### config.mk
export PLATFORM = sky130hd
export DESIGN_NAME = i2c_bus_arbiter
export DESIGN_NICKNAME = d
export VERILOG_FILES = /design/src/rtl/i2c_bus_arbiter.sv
export SDC_FILE = /design/constraint.sdc
export NUM_CORES = 1
export LEC_CHECK = 0
export ABC_AREA = 0
export BUFFER_PORTS_ARGS = -buffer_cell sky130_fd_sc_hd__buf_2
export CAP_MARGIN = 10
export CELL_PAD_IN_SITES_DETAIL_PLACEMENT = 1
export CELL_PAD_IN_SITES_GLOBAL_PLACEMENT = 1
export CORE_ASPECT_RATIO = 1.4
export CORE_MARGIN = 5
export CORE_UTILIZATION = 30
export DETAILED_ROUTE_END_ITERATION = 6
export GPL_TIMING_DRIVEN = 0
export PLACE_DENSITY_LB_ADDON = 0.1
export SLEW_MARGIN = 15
export SYNTH_ARGS = -nofsm -noshare
export SYNTH_HDL_FRONTEND = slang
export SYNTH_SLANG_ARGS = --single-unit
### constraint.sdc
create_clock -name clk -period 2.67 [get_ports clk]
set_input_delay 0.267 -clock clk [delete_from_list [all_inputs] [get_ports clk]]
set_output_delay 0.267 -clock clk [all_outputs]
set_load 0.01 [all_outputs]
### src/rtl/i2c_bus_arbiter.sv
// Round-robin owner arbiter in front of a shared I2C byte master.
// One requester owns the master from START to STOP; a watchdog evicts a hung owner.
module i2c_bus_arbiter #(
  parameter int NUM_REQ        = 3,
  parameter int TIMEOUT_CYCLES = 500000
) (
  input  logic                   clk,
  input  logic                   rst_n,
  input  logic [NUM_REQ-1:0]     req,
  output logic [NUM_REQ-1:0]     gnt,
  input  logic [NUM_REQ-1:0]     req_ena,
  input  logic [7*NUM_REQ-1:0]   req_addr,
  input  logic [NUM_REQ-1:0]     req_rw,
  input  logic [8*NUM_REQ-1:0]   req_data_wr,
  output logic [NUM_REQ-1:0]     req_busy,
  output logic [NUM_REQ-1:0]     req_ack_err,
  output logic [7:0]             req_data_rd,
  output logic [NUM_REQ-1:0]     req_timeout,
  output logic                   m_ena,
  output logic [6:0]             m_addr,
  output logic                   m_rw,
  output logic [7:0]             m_data_wr,
  input  logic                   m_busy,
  input  logic                   m_ack_err,
  input  logic [7:0]             m_data_rd,
  output logic [1:0]             owner_id,
  output logic                   bus_active
);

  localparam int CW = (TIMEOUT_CYCLES > 1) ? $clog2(TIMEOUT_CYCLES) : 1;
  localparam logic [CW-1:0] CNT_MAX = CW'(TIMEOUT_CYCLES - 1);
  localparam logic [NUM_REQ-1:0] ONE = NUM_REQ'(1);

  typedef enum logic [1:0] {S_IDLE, S_GRANT, S_FORCE} state_t;

  state_t             state_q, state_d;
  logic [NUM_REQ-1:0] gnt_q, gnt_d;
  logic [1:0]         owner_q, owner_d;
  logic [1:0]         last_q, last_d;
  logic [CW-1:0]      cnt_q, cnt_d;
  logic [NUM_REQ-1:0] lock_q, lock_d;
  logic [NUM_REQ-1:0] tmo_q, tmo_d;

  logic [NUM_REQ-1:0] eligible;
  logic               found;
  int                 idx;
  int                 own;

  assign own = int'(owner_q);

  always_comb begin
    state_d  = state_q;
    gnt_d    = gnt_q;
    owner_d  = owner_q;
    last_d   = last_q;
    cnt_d    = cnt_q;
    tmo_d    = '0;
    // A locked-out requester is forgiven as soon as it drops req.
    lock_d   = lock_q & req;
    eligible = req & ~lock_q;
    found    = 1'b0;
    idx      = 0;
    case (state_q)
      S_IDLE: begin
        for (int k = 1; k <= NUM_REQ; k++) begin
          if (!found && eligible[(int'(last_q) + k) % NUM_REQ]) begin
            found = 1'b1;
            idx   = (int'(last_q) + k) % NUM_REQ;
          end
        end
        if (found) begin
          owner_d = 2'(idx);
          gnt_d   = ONE << idx;
          cnt_d   = '0;
          state_d = S_GRANT;
        end
      end
      S_GRANT: begin
        if (!req[own] && !m_busy) begin
          gnt_d   = '0;
          last_d  = owner_q;
          state_d = S_IDLE;
        end else if (cnt_q == CNT_MAX) begin
          gnt_d   = '0;
          tmo_d   = ONE << own;
          lock_d  = (lock_q | (ONE << own)) & req;
          state_d = S_FORCE;
        end else begin
          cnt_d = cnt_q + 1'b1;
        end
      end
      S_FORCE: begin
        if (!m_busy) begin
          last_d  = owner_q;
          state_d = S_IDLE;
        end
      end
      default: state_d = S_IDLE;
    endcase
  end

  always_ff @(posedge clk or negedge rst_n) begin
    if (!rst_n) begin
      state_q <= S_IDLE;
      gnt_q   <= '0;
      owner_q <= '0;
      last_q  <= 2'(NUM_REQ - 1);
      cnt_q   <= '0;
      lock_q  <= '0;
      tmo_q   <= '0;
    end else begin
      state_q <= state_d;
      gnt_q   <= gnt_d;
      owner_q <= owner_d;
      last_q  <= last_d;
      cnt_q   <= cnt_d;
      lock_q  <= lock_d;
      tmo_q   <= tmo_d;
    end
  end

  // Master-side muxes decode straight from state_q so reset kills m_ena without a clock.
  always_comb begin
    m_ena       = 1'b0;
    m_addr      = '0;
    m_rw        = 1'b0;
    m_data_wr   = '0;
    req_busy    = '1;
    req_ack_err = '0;
    if (state_q == S_GRANT) begin
      m_ena            = req_ena[own];
      m_addr           = req_addr[7*own +: 7];
      m_rw             = req_rw[own];
      m_data_wr        = req_data_wr[8*own +: 8];
      req_busy[own]    = m_busy;
      req_ack_err[own] = m_ack_err;
    end
  end

  assign gnt         = gnt_q;
  assign req_timeout = tmo_q;
  assign owner_id    = owner_q;
  assign bus_active  = (state_q != S_IDLE);
  assign req_data_rd = m_data_rd;

endmodule

==> impl_metrics.json <==
{
  "status": "complete, no violations",
  "setup_viol_count_final": 0,
  "antenna_found_initial": 0,
  "arrival_ns": 2.70,
  "detail-route-antenna-nets": 0,
  "drive_gt1_frac": 0.342,
  "cts-root-buf": "clkbuf_16",
  "slowest_stage": "dfstp_2",
  "synth_edf_count": 0,
  "timing.fmax_mhz": 398,
  "synth_flop_cell": "dfrtp_1",
  "grt_pass1_wl_mm": 15.0,
  "fillCellCount": 1136,
  "fin_skew_ns": 0.00299,
  "dieArea_um2": 11000,
  "clockBufferDepth": 2,
  "ys_top_cells_by_area": "dfrtp_1, mux2i_1, a21oi_1",
  "grt_max_degree": 35,
  "peakVddDrop_uv": 341,
  "hold_path_class": "input port to asynchronous set/reset pin",
  "period_share": 0.940,
  "leakagePower_uw": 0.00166,
  "synthCells": 326,
  "clkSlewWorstSetupHoldPaths_ns": 0.05,
  "grt_pass1_vias": 3156,
  "required_ns": 2.86,
  "dr.pass1.iters": 4,
  "powerDensity_nw_per_um2": 887,
  "hold_viol": 0,
  "synth_nets": 403,
  "wl_per_cell_um": 16.7,
  "ys_ff_latch": 34,
  "crit_chain": "inv_2 > ha_4 > buf_6 > or3_4 > ha_1 > nand3b_1 > mux2i_1 > nand4_1 > o31a_1 > o32ai_2",
  "fp.dieH_um": 122,
  "r2r-start": "last_q[1]",
  "holdWs_ns": 0.0968,
  "syn-cell-area_um2": 2700,
  "rr_endpoint": "gnt[0]",
  "tritoncts": "yes",
  "ys.warnings.count": 0,
  "startpoint_type": "flip-flop",
  "via_per_inst": 5.13,
  "initial_core_util": 0.302,
  "yosysSeqAreaShare": 0.316,
  "post-route-drc-count": 0,
  "rsz0062_at_grt": "false",
  "worst_slew_pin_slew_ns": 0.878,
  "fin_crit_ns": 2.51,
  "grt_overflow": 0,
  "area_delta_synth_final_pct": 30.8,
  "place_inst": 530,
  "synth_top_area_share": 0.306,
  "core-area_um2": 8930,
  "path_class": "flip-flop to flip-flop",
  "max_slew_margin": 0.415,
  "synth.largest_area_cell": "dfrtp_1",
  "clkLatencyLatePin_ns": 0.28,
  "avgSynthCellArea_um2": 8.27,
  "placementRows": 41,
  "hold_buffers": 0,
  "htreeDepth": 2,
  "dp_hpwl_mm": 7.26,
  "num_vias": 2769,
  "num_io_pins": 106,
  "layout.nets": 509,
  "maxSlewViolCount": 0,
  "fp.dieW_um": 90.1,
  "critPathCaptureType": "flip-flop",
  "clock-sinks": 34,
  "cpPeakStageDelay_ns": 0.54,
  "rr_worst_depth": 10,
  "portBuffers": 97,
  "synthArstFlopShare": 1.00,
  "tns_ns": 0,
  "cts_buffers": 5,
  "cp_max_fo": 10,
  "place.gp.congestion": 0.790,
  "n_antenna_cell": 0,
  "layout.cells.non_filler": 540,
  "finalWirelength_mm": 9.03,
  "ff2ff_setup_slack_ns": 0.16,
  "drv_cap": 0,
  "drt_iter0_markers": 38,
  "ys_types": 61,
  "track_usage": 0.168
}
-- logic make-up after synthesis --
family          synth area share
simple gates               0.293
compound gates             0.164
buf+inv                   0.0737
flops                      0.316
mux                       0.0826
fa+ha+maj                 0.0510
xor+xnor                  0.0195
-- per-stage QoR --
step / setup WS [ns] / power [uW] / utilization / area, um^2
2_1_floorplan: 0.0990 / 1850 / - / 2700
3_3_place_gp: -0.272 / 2440 / 0.372 / 3320
3_5_place_dp: -0.340 / 2470 / 0.372 / 3320
4_1_cts: 0.00525 / 3140 / 0.392 / 3500
5_1_grt: 0.0209 / 3440 / 0.395 / 3530
6_report: 0.160 / 3130 / 0.395 / 3530
-- cell type report --
cell class	count	area, um^2	area share
sequential	34	853	0.242
buffer	23	148	0.0418
timing repair buffer	99	500	0.142
tap	107	134	0.0379
clock inverter	1	5.00	0.00142
inverter	18	67.6	0.0191
multi-input combinational	251	1680	0.476
clock buffer	7	143	0.0404
-- how the worst max path moves through the flow --
| stage | start | endpoint | slack, ns | cells past startpoint |
|---|---|---|---|---|
| global route | last_q[1] | gnt[0] | 0.02 | 10 |
| detailed placement | last_q[1] | cnt_q[8] | -0.34 | 9 |
| CTS | last_q[1] | gnt[0] | 0.005 | 10 |
| finish | last_q[1] | gnt[0] | 0.16 | 10 |
| floorplan | last_q[1] | gnt[0] | 0.1 | 10 |
| global placement | last_q[1] | cnt_q[8] | -0.27 | 9 |
-- where the power goes --
part	total, uW	internal, uW	switching (uW)
Clock	585	370	215
Combinational	1880	780	1100
Sequential	667	595	72.7
-- cells in the final DEF (no fill, tap or decap), types with 7 or more instances in the layout --
cell type,count
a21oi_1,37
nand3_1,9
buf_2,97
or4_1,7
ha_1,10
mux2i_1,20
nor2_1,49
nand2_1,18
dfrtp_1,32
clkbuf_1,9
inv_1,16
buf_4,12
-- what timing repair did --
| item | 4_1_cts | 5_1_grt |
|---|---|---|
| pin swaps | 0 | 2 |
| gates resized for setup | 6 | 7 |
| buffers inserted | 1 | 1 |
| endpoints found under the setup margin | 23 | 21 |
-- per-layer routing --
| layer | part of all wire | GRT usage | up-vias |
|---|---|---|---|
| met5 | 0 | 0 | - |
| met4 | 0.014 | 0.0503 | 0 |
| met3 | 0.041 | 0.0346 | 7 |
| met2 | 0.59 | 0.345 | 58 |
| met1 | 0.36 | 0.164 | 1339 |
| li1 | - | - | 1365 |
-- critical path, delay by kind of cell, from the launching register on --
kind	cells	cell delay, ns
adders and majority gates	2	0.52
AOI/OAI and AO/OA	2	0.40
muxes	1	0.12
and+or+nand+nor	3	0.65
DFF	1	0.54
buffers and inverters	2	0.20
-- cells in the mapped netlist, types with 6 or more instances --
cell type / instances
nor2_1: 49
a21oi_1: 37
dfrtp_1: 33
mux2i_1: 20
inv_1: 18
nand2_1: 18
ha_1: 11
buf_4: 9
nand3_1: 9
clkbuf_1: 8
or4_1: 7
nor2b_1: 6
nor3_1: 6
o21ai_1: 6
xnor2_1: 6
-- registers in the layout (all words and copies together), names as in the netlist --
name and flops:
gnt 3, cnt_q 19, req_timeout 3, owner_id 2, state_q 2, lock_q 3, last_q 2
Power figures use the tool's default switching activity.
